[config.mk]
export PLATFORM = sky130hd
export DESIGN_NAME = blink_rate_detector
export DESIGN_NICKNAME = d
export VERILOG_FILES = /design/src/rtl/blink_pkg.sv /design/src/rtl/sync_edge_det.sv /design/src/rtl/blink_rate_detector.sv
export SDC_FILE = /design/constraint.sdc
export NUM_CORES = 1
export LEC_CHECK = 0
export ABC_AREA = 1
export CAP_MARGIN = 10
export CORE_MARGIN = 3
export CORE_UTILIZATION = 49
export CTS_BUF_LIST = sky130_fd_sc_hd__clkbuf_8
export DETAILED_ROUTE_END_ITERATION = 7
export GPL_TIMING_DRIVEN = 0
export PLACE_DENSITY_LB_ADDON = 0.12
export SLEW_MARGIN = 5
export SYNTH_ARGS = -nofsm -noshare
export SYNTH_HDL_FRONTEND = slang
export SYNTH_SLANG_ARGS = --single-unit
[constraint.sdc]
create_clock -name clk -period 9 [get_ports clk]
set_input_delay 2.25 -clock clk [delete_from_list [all_inputs] [get_ports clk]]
set_output_delay 2.25 -clock clk [all_outputs]
set_load 0.01 [all_outputs]
[src/rtl/blink_pkg.sv]
`default_nettype none
// ============================================================================
//  Module  : blink_pkg
//  Brief   : Shared timing defaults, rate classes and detector FSM encoding
//            for the blink clock divider and its receive-side checker.
//  Rev     : 1.0  initial release
// ============================================================================
package blink_pkg;

    // Nominal half-periods in 50 MHz cycles (divider toggles at cnt==N-1)
    localparam int SLOW_HALF_DEF = 25_000_001;
    localparam int FAST_HALF_DEF = 12_500_001;
    localparam int TOL_DEF       = 1000;
    localparam int TIMEOUT_DEF   = 50_000_000;

    // Classification of one measured half-period
    typedef enum logic [1:0] {
        RATE_BAD  = 2'd0,
        RATE_SLOW = 2'd1,
        RATE_FAST = 2'd2
    } rate_e;

    // Detector state machine
    typedef enum logic [1:0] {
        ST_IDLE  = 2'd0,
        ST_FIRST = 2'd1,
        ST_TRACK = 2'd2,
        ST_LOCK  = 2'd3
    } state_e;

endpackage
`default_nettype wire

[src/rtl/sync_edge_det.sv]
`default_nettype none
// ============================================================================
//  Module  : sync_edge_det
//  Brief   : Two-flop synchroniser for an asynchronous level plus a third
//            flop; emits a one-cycle pulse on either edge of the input.
//  Rev     : 1.0  initial release
// ============================================================================
module sync_edge_det (
    input  logic clk,
    input  logic reset_n,
    input  logic sig_in,
    output logic edge_o
);

    logic s1_q;
    logic s2_q;
    logic s3_q;

    // Synchroniser chain; s1 may go metastable, s2/s3 are clean
    always_ff @(posedge clk or negedge reset_n) begin
        if (!reset_n) begin
            s1_q <= 1'b0;
            s2_q <= 1'b0;
            s3_q <= 1'b0;
        end else begin
            s1_q <= sig_in;
            s2_q <= s1_q;
            s3_q <= s2_q;
        end
    end

    assign edge_o = s2_q ^ s3_q;

endmodule
`default_nettype wire

[src/rtl/blink_rate_detector.sv]
`default_nettype none
// ============================================================================
//  Module  : blink_rate_detector
//  Brief   : Measures the half-period of the blink square wave, classifies it
//            as SLOW / FAST / invalid, locks after two agreeing half-periods
//            and flags loss of signal.
//  Rev     : 1.0  initial release
// ============================================================================
module blink_rate_detector
    import blink_pkg::*;
#(
    parameter int CNT_W     = 28,
    parameter int SLOW_HALF = SLOW_HALF_DEF,
    parameter int FAST_HALF = FAST_HALF_DEF,
    parameter int TOL       = TOL_DEF,
    parameter int TIMEOUT   = TIMEOUT_DEF
) (
    input  logic             clk,
    input  logic             reset_n,
    input  logic             sig_in,
    output logic [CNT_W-1:0] half_period,
    output logic             meas_stb,
    output logic             rate_valid,
    output logic             is_slow,
    output logic             is_fast,
    output logic             no_signal
);

    // One extra bit so |m - nominal| never wraps
    localparam logic [CNT_W:0] C_SLOW    = (CNT_W+1)'(SLOW_HALF);
    localparam logic [CNT_W:0] C_FAST    = (CNT_W+1)'(FAST_HALF);
    localparam logic [CNT_W:0] C_TOL     = (CNT_W+1)'(TOL);
    localparam logic [CNT_W:0] C_TIMEOUT = (CNT_W+1)'(TIMEOUT);

    logic             edge_det;
    logic [CNT_W-1:0] cnt_d, cnt_q;
    logic [CNT_W:0]   m_ext, diff_slow, diff_fast;
    logic             timeout_hit;
    rate_e            meas_class;

    state_e           state_d, state_q;
    rate_e            class_d, class_q;
    logic [CNT_W-1:0] half_period_d, half_period_q;
    logic             meas_stb_d, meas_stb_q;
    logic             rate_valid_d, rate_valid_q;
    logic             is_slow_d, is_slow_q;
    logic             is_fast_d, is_fast_q;
    logic             no_signal_d, no_signal_q;

    sync_edge_det u_sync_edge_det (
        .clk     (clk),
        .reset_n (reset_n),
        .sig_in  (sig_in),
        .edge_o  (edge_det)
    );

    // Half-period counter: restarts at 1 on each edge, saturates instead of wrapping
    always_comb begin
        cnt_d = cnt_q;
        if (edge_det) begin
            cnt_d = CNT_W'(1);
        end else if (!(&cnt_q)) begin
            cnt_d = cnt_q + CNT_W'(1);
        end
    end

    // Classify the current count; only acted upon on an edge cycle
    always_comb begin
        m_ext       = {1'b0, cnt_q};
        diff_slow   = (m_ext >= C_SLOW) ? (m_ext - C_SLOW) : (C_SLOW - m_ext);
        diff_fast   = (m_ext >= C_FAST) ? (m_ext - C_FAST) : (C_FAST - m_ext);
        timeout_hit = (m_ext >= C_TIMEOUT);
        if (diff_slow <= C_TOL) begin
            meas_class = RATE_SLOW;
        end else if (diff_fast <= C_TOL) begin
            meas_class = RATE_FAST;
        end else begin
            meas_class = RATE_BAD;
        end
    end

    // Lock state machine; an edge takes priority over a coincident timeout
    always_comb begin
        state_d       = state_q;
        class_d       = class_q;
        half_period_d = half_period_q;
        meas_stb_d    = 1'b0;
        rate_valid_d  = rate_valid_q;
        is_slow_d     = is_slow_q;
        is_fast_d     = is_fast_q;
        no_signal_d   = no_signal_q;

        if (state_q == ST_IDLE) begin
            // First edge only gives a reference point; the partial period is discarded
            if (edge_det) begin
                state_d = ST_FIRST;
            end
        end else if (edge_det) begin
            half_period_d = cnt_q;
            meas_stb_d    = 1'b1;
            no_signal_d   = 1'b0;
            case (state_q)
                ST_FIRST: begin
                    if (meas_class != RATE_BAD) begin
                        state_d = ST_TRACK;
                        class_d = meas_class;
                    end
                end
                ST_TRACK: begin
                    if (meas_class != RATE_BAD && meas_class == class_q) begin
                        state_d      = ST_LOCK;
                        rate_valid_d = 1'b1;
                        is_slow_d    = (meas_class == RATE_SLOW);
                        is_fast_d    = (meas_class == RATE_FAST);
                    end else if (meas_class != RATE_BAD) begin
                        class_d = meas_class;
                    end else begin
                        state_d = ST_FIRST;
                    end
                end
                default: begin  // ST_LOCK
                    if (meas_class != class_q) begin
                        rate_valid_d = 1'b0;
                        is_slow_d    = 1'b0;
                        is_fast_d    = 1'b0;
                        if (meas_class != RATE_BAD) begin
                            state_d = ST_TRACK;
                            class_d = meas_class;
                        end else begin
                            state_d = ST_FIRST;
                        end
                    end
                end
            endcase
        end else if (timeout_hit) begin
            state_d      = ST_IDLE;
            no_signal_d  = 1'b1;
            rate_valid_d = 1'b0;
            is_slow_d    = 1'b0;
            is_fast_d    = 1'b0;
        end
    end

    // State and registered outputs
    always_ff @(posedge clk or negedge reset_n) begin
        if (!reset_n) begin
            cnt_q         <= '0;
            state_q       <= ST_IDLE;
            class_q       <= RATE_BAD;
            half_period_q <= '0;
            meas_stb_q    <= 1'b0;
            rate_valid_q  <= 1'b0;
            is_slow_q     <= 1'b0;
            is_fast_q     <= 1'b0;
            no_signal_q   <= 1'b1;
        end else begin
            cnt_q         <= cnt_d;
            state_q       <= state_d;
            class_q       <= class_d;
            half_period_q <= half_period_d;
            meas_stb_q    <= meas_stb_d;
            rate_valid_q  <= rate_valid_d;
            is_slow_q     <= is_slow_d;
            is_fast_q     <= is_fast_d;
            no_signal_q   <= no_signal_d;
        end
    end

    assign half_period = half_period_q;
    assign meas_stb    = meas_stb_q;
    assign rate_valid  = rate_valid_q;
    assign is_slow     = is_slow_q;
    assign is_fast     = is_fast_q;
    assign no_signal   = no_signal_q;

endmodule
`default_nettype wire

Yosys cells after proc, flatten, opt, wreduce, memory -nomap -nowiden
Index checks and enable logic that the tools add are counted.
- register bits after elaboration: 68
- bits of input ports: 3
- output and inout bits: 33
- logic and storage cells: 85
- add/sub/neg operators: 5
- magnitude comparators: 5
- equality and inequality tests: 15
- mux-type cells: 35
- bitwise logic cells: 2
- reduce and logical (&&, ||, !) cells: 11
- operator list (operator ; number):
    less-or-equal comparator 29 x 10 -> 1 bit, second input constant ; 2
    two-way mux 29 bit ; 2
    two-way mux 28 bit ; 2
    subtractor 24 x 28 -> 29 bit, first input constant ; 1
    subtractor 25 x 28 -> 29 bit, first input constant ; 1
    subtractor 28 x 24 -> 29 bit, second input constant ; 1
    subtractor 28 x 25 -> 29 bit, second input constant ; 1
    adder 28 x 1 -> 28 bit, second input constant ; 1
    greater-or-equal comparator 28 x 24 -> 1 bit, second input constant ; 1
    greater-or-equal comparator 28 x 25 -> 1 bit, second input constant ; 1
    greater-or-equal comparator 28 x 26 -> 1 bit, second input constant ; 1
    two-way mux 2 bit ; 14
    AND reduction 28 bit ; 1
    two-way mux 1 bit ; 12
    AND reduction 5 bit ; 2
    inequality test 2 bit, second input constant ; 4
    case mux 2 bit (2 select lines) ; 2
    case mux 1 bit (2 select lines) ; 3
    inequality test 5 x 1 -> 1 bit, second input constant ; 1
    inequality test 5 bit, second input constant ; 1
    equality test 2 x 1 -> 1 bit, second input constant ; 2
    equality test 2 bit, second input constant ; 2
    inequality test 4 bit, second input constant ; 1
    AND reduction 2 bit ; 2
    other kinds (11) ; 12

Longest topological paths before layout
- depth after elaboration: 11
- gate-level depth with buffers: 30
- gate-level depth less buffers: 29

Modules after synthesis
A second synthesis with hierarchy kept.
- cell total of the unflattened synthesis: 1554
- area total of the unflattened synthesis: 8458.1 um2
- modules (own cells, without submodules) (module ; instances ; cells each ; area an instance (um2) ; sequential area each (um2)):
    blink_rate_detector ; 1 ; 1546 ; 8364.3 ; 1627.8
    sync_edge_det ; 1 ; 8 ; 93.8 ; 75.1

Worst setup path before layout
OpenSTA, ideal clock, no wires.
- path type: register -> register
- from: register cnt_q[2]
- to: register is_fast_q, in the netlist is_fast
- library setup time: 0.117 ns
- data arrival time: 2.712 ns
- required time: 8.883 ns
- slack: 6.172 ns
- stages on the path, launching flop included: 28
- path through: dfrtp_1 inv_1 ha_1 nand2_1 nand3_1 nand3_1 nand2_2 nand2_4 inv_2 nor2_4 buf_6 nand3_1 nand2_2 nand2_2 inv_2 nand2_1 nor2_1 nand2_1 nand2_2 nand2_2 nand2_2 nand2_2 nor2_4 nand2_2 a22oi_4 nand2_2 nand2_1 nand2_1
- cells in the longest elaborated chain, start to end: 9
- elaborated cells on any way between the ends: 25
- classes of those cells: add/sub (4); order compare (5); eq/ne (5); mux (7); reduce/logical (4)
- RTL lines (item ; RTL line ; RTL):
    start: declaration ; blink_rate_detector.sv:36 ; logic [CNT_W-1:0] cnt_d, cnt_q;
    start signal: assignment ; blink_rate_detector.sv:157 ; cnt_q <= cnt_d;
    subtractor 24 x 28 -> 29 bit (tied with other cells) ; blink_rate_detector.sv:71 ; diff_fast = (m_ext >= C_FAST) ? (m_ext - C_FAST) : (C_FAST - m_ext);
    two-way mux 29 bit ; blink_rate_detector.sv:71 ;
    less-or-equal comparator 29 x 10 -> 1 bit ; blink_rate_detector.sv:75 ; end else if (diff_fast <= C_TOL) begin
    two-way mux 2 bit ; blink_rate_detector.sv:75 ;
    two-way mux 2 bit ; blink_rate_detector.sv:73 ; if (diff_slow <= C_TOL) begin
    equality test 2 bit (tied with other cells) ; blink_rate_detector.sv:110 ; if (meas_class != RATE_BAD && meas_class == class_q) begin
    logical AND 1 bit or two-way mux 1 bit (tied branches) ; blink_rate_detector.sv:110 ;
    inequality test 3 bit (no line) or case mux 1 bit (2 select lines) (tied branches) ; - ;
    AND reduction 5 bit (no line) or two-way mux 1 bit (tied branches) ; - ;
    end signal: assignment ; blink_rate_detector.sv:164 ; is_fast_q <= is_fast_d;
    end: declaration ; blink_rate_detector.sv:47 ; logic is_fast_d, is_fast_q;
Parallel ways exist; a longest one is shown, timed or not. The select of a mux whose other input is x is not followed.
A chain may end at the register's enable or synchronous reset.

Worst setup path in the final report
- from: register cnt_q[0]
- to: register cnt_q[11]
- cells in the longest elaborated chain, start to end: 3
- elaborated cells on any way between the ends: 5
- classes of those cells: add/sub (1); eq/ne (1); mux (2); reduce/logical (1)
- RTL lines (item ; RTL line ; RTL):
    adder 28 x 1 -> 28 bit ; blink_rate_detector.sv:63 ; cnt_d = cnt_q + CNT_W'(1);
    two-way mux 28 bit ; blink_rate_detector.sv:62 ; end else if (!(&cnt_q)) begin
    two-way mux 28 bit ; blink_rate_detector.sv:60 ; if (edge_det) begin
Parallel ways exist; a longest one is shown, timed or not. The select of a mux whose other input is x is not followed.

==> flow_metrics.tcl <==
set metrics [dict create \
    wire_per_inst_um 19.8 \
    core-area_um2 16100 \
    ys_seq_area_share_pct 20.9 \
    cts_hold_buf 0 \
    tns_ns 0 \
    cp_slowest_cell "nor4_1" \
    viasPerCell 5.78 \
    syn_inst 1451 \
    cts_max_path_buffers 2 \
    reg2reg_depth 13 \
    synth-main-ff-cell "dfrtp_1" \
    grt_max_degree 47 \
    p_sw_mw 0.333 \
    cts_tree "yes" \
    initial_core_util_pct 50.7 \
    vdd_drop_max_mv 0.0867 \
    swShare_pct 38.8 \
    clkTransAtPathRegs_ns 0.09 \
    clock_power_share_pct 32.0 \
    ios 36 \
    grt_antenna_before_repair 0 \
    cp_max_fo 10 \
    yosys_warnings 0 \
    synth_nets 1464 \
    cp_data_arrival_time_ns 4.38 \
    start_kind "flip-flop" \
    dp_slack_ns 5.18 \
    status "completed" \
    powerDensity_nw_per_um2 95.5 \
    vias 9933 \
    drv_cap 0 \
    clkLatencyLatePin_ns 0.39 \
    synth_edf_count 0 \
    internal-power_mw 0.527 \
    route.detailed.drc 0 \
    synthDistinctLibCells 51 \
    p_seq_share_pct 38.8 \
    setup_viol 0 \
    place.gp.congestion 1.13 \
    dr.pass1.iters 7 \
    dr.first_iter.drc_count 1294 \
    cpLargestDelayFamily "simple AND/OR/NAND/NOR gates" \
    critical_path_class "reg2reg" \
    ctsResizeCount 0 \
    final_cell_mix "nand2_1 (579), nor2_1 (165), nand3_1 (133)" \
    antenna_cells_inserted 0 \
    holdPathEnd "u_sync_edge_det.s2_q" \
    cts_buffers 9 \
    grt_pass1_wl_mm 51.4 \
    post_cts_buffers 0 \
    crit_chain "ha_1 -> inv_1 -> nor3_1 -> inv_1 -> nor3_1 -> nand4_1 -> nor4_1 -> nand2_1 -> nor2_1 -> nor2_1 -> nand2_1 -> o21ai_0 -> a21oi_1" \
    nFillCells 1745 \
    fmax_mhz 246 \
    drtAntennaViolNets 0 \
    hp-start "u_sync_edge_det.s1_q" \
    critPathBufInv 2 \
    final.period_utilization_pct 45.1 \
    max_slew_margin_pct 35.7 \
    numPortBuffers 35 \
    p_leak_nw 4.70 \
    async_flop_share_pct 100 \
    grt_usage_pct 37.1 \
    min_path_cells 0 \
    report.power.total_mw 0.860 \
    grt_pass1_vias 8922 \
    drive_gt1_share_pct 9.31 \
    cts_root_buf "clkbuf_8" \
    layout_setup_ws_ns 4.94 \
    rsz0062_at_grt "false" \
    reg2reg_slack_ns 4.94 \
    area_growth_pct 10.4 \
    holdCritPathClass "reg2reg" \
    hpwl_mm 26.8 \
    nNetsFinal 1511 \
    crit_cells 13 \
    required_ns 9.32 \
    final_common_cell "nand2_1" \
    slew_viol_final 0 \
    finalHoldViolCount 0 \
    htreeDepth 3 \
    synth_area_um2 8160 \
    tightestPinTransition_ns 0.964 \
    cts_sinks 68 \
    std_cell_rows 46 \
    end_kind "flip-flop" \
    dieWidth_um 135 \
    die_area_um2 18200 \
    overflow 0 \
    synth.avg_cell_area_um2 5.63 \
    reg2reg_to "cnt_q[11]" \
    die_h_um 135 \
    ys_ff_latch 68 \
    fin_crit_ns 4.06 \
    routed_wl_mm 34.1 \
    slowest_delay_ns 0.75 \
    power_frac_comb_pct 29.2 \
    fin_worst_skew_ns 0.0149 \
    r2r_start "cnt_q[0]" \
]
-- how the worst max path moves through the flow --
| stage | from | end | slack [ns] |
|---|---|---|---|
| global placement | reset_n | half_period[21] | 3.25 |
| CTS | cnt_q[2] | is_fast | 5.16 |
| floorplan | cnt_q[2] | is_fast | 6.17 |
| detailed placement | cnt_q[0] | cnt_q[11] | 5.18 |
| global route | cnt_q[2] | is_fast | 4.83 |
| finish | cnt_q[0] | cnt_q[11] | 4.94 |
-- state kept, by name, indices dropped and copies added, names as in the netlist --
register              cells
no_signal                 1
u_sync_edge_det.s1_q      1
half_period              28
cnt_q                    28
rate_valid                1
state_q                   2
is_slow                   1
class_q                   2
meas_stb                  1
is_fast                   1
u_sync_edge_det.s2_q      1
u_sync_edge_det.s3_q      1
-- power groups by stage --
stage	logic, mW	registers, mW	clock network, mW
final	0.251	0.334	0.276
after floorplan	0.152	0.342	0
after global routing	0.275	0.336	0.288
after global placement	0.241	0.339	0
after detailed placement	0.246	0.340	0
after CTS	0.247	0.334	0.276
-- metrics by stage --
| step | hold slack (ns) | cell area (µm²) | cells | util [%] |
|---|---|---|---|---|
| final | 0.359 | 9010 | 1719 | 55.9 |
| after global routing | 0.364 | 9010 | 1719 | 55.9 |
| after global placement | 0.333 | 8780 | 1702 | 54.5 |
| after detailed placement | 0.337 | 8810 | 1703 | 54.7 |
| after CTS | 0.362 | 9010 | 1719 | 55.9 |
| after floorplan | 0.331 | 8160 | 1451 | - |
-- synthesized netlist by cell type, types with 9 or more instances --
cell / number / area (µm²)
nand2_1: 579 / 2170
buf_6: 13 / 146
nor3_1: 27 / 135
nand4_1: 24 / 150
inv_1: 126 / 473
o21ai_1: 9 / 45.0
nor2_2: 10 / 62.6
ha_1: 10 / 125
a21oi_1: 40 / 200
nor2_1: 165 / 619
nand3_1: 133 / 666
clkbuf_1: 10 / 37.5
nand2_2: 27 / 169
nand2_4: 9 / 101
xor2_1: 26 / 228
o21ai_0: 72 / 360
buf_2: 10 / 50.1
inv_2: 19 / 71.3
dfrtp_1: 67 / 1680
-- area by class of cell --
type | count | area (µm²) | area share [%]
Clock buffer | 9 | 124 | 1.38
Clock inverter | 7 | 76.3 | 0.847
Buffer | 44 | 317 | 3.51
Inverter | 151 | 577 | 6.40
Tap cell | 216 | 270 | 3.00
Multi-Input combinational cell | 1188 | 5570 | 61.8
Sequential cell | 68 | 1700 | 18.9
Timing Repair Buffer | 36 | 375 | 4.17
-- worst register-to-register path, cell delays in order (launching register included) --
cell	delay (ns)
dfrtp_1	0.57
ha_1	0.26
inv_1	0.05
nor3_1	0.25
inv_1	0.08
nor3_1	0.52
nand4_1	0.17
nor4_1	0.75
nand2_1	0.56
nor2_1	0.37
nor2_1	0.09
nand2_1	0.09
o21ai_0	0.07
a21oi_1	0.16
-- logic make-up after synthesis --
family | after synthesis | share of synthesized area [%]
xor gates and xnor gates | 26 | 2.79
DFF | 68 | 20.9
buffers and inverters | 195 | 10.9
AOI/OAI and AO/OA | 147 | 10.1
adders and majority gates | 10 | 1.53
and+or+nand+nor | 1005 | 53.8
-- per-layer routing --
metal	wire length [µm]	up-vias	GRT usage (%)
met5	0	-	0
met2	14300	607	55.9
met4	2060	0	19.5
met3	3460	125	7.34
li1	-	4709	-
met1	14200	4492	50.3
Note: power is estimated with default switching activity, not from simulation.
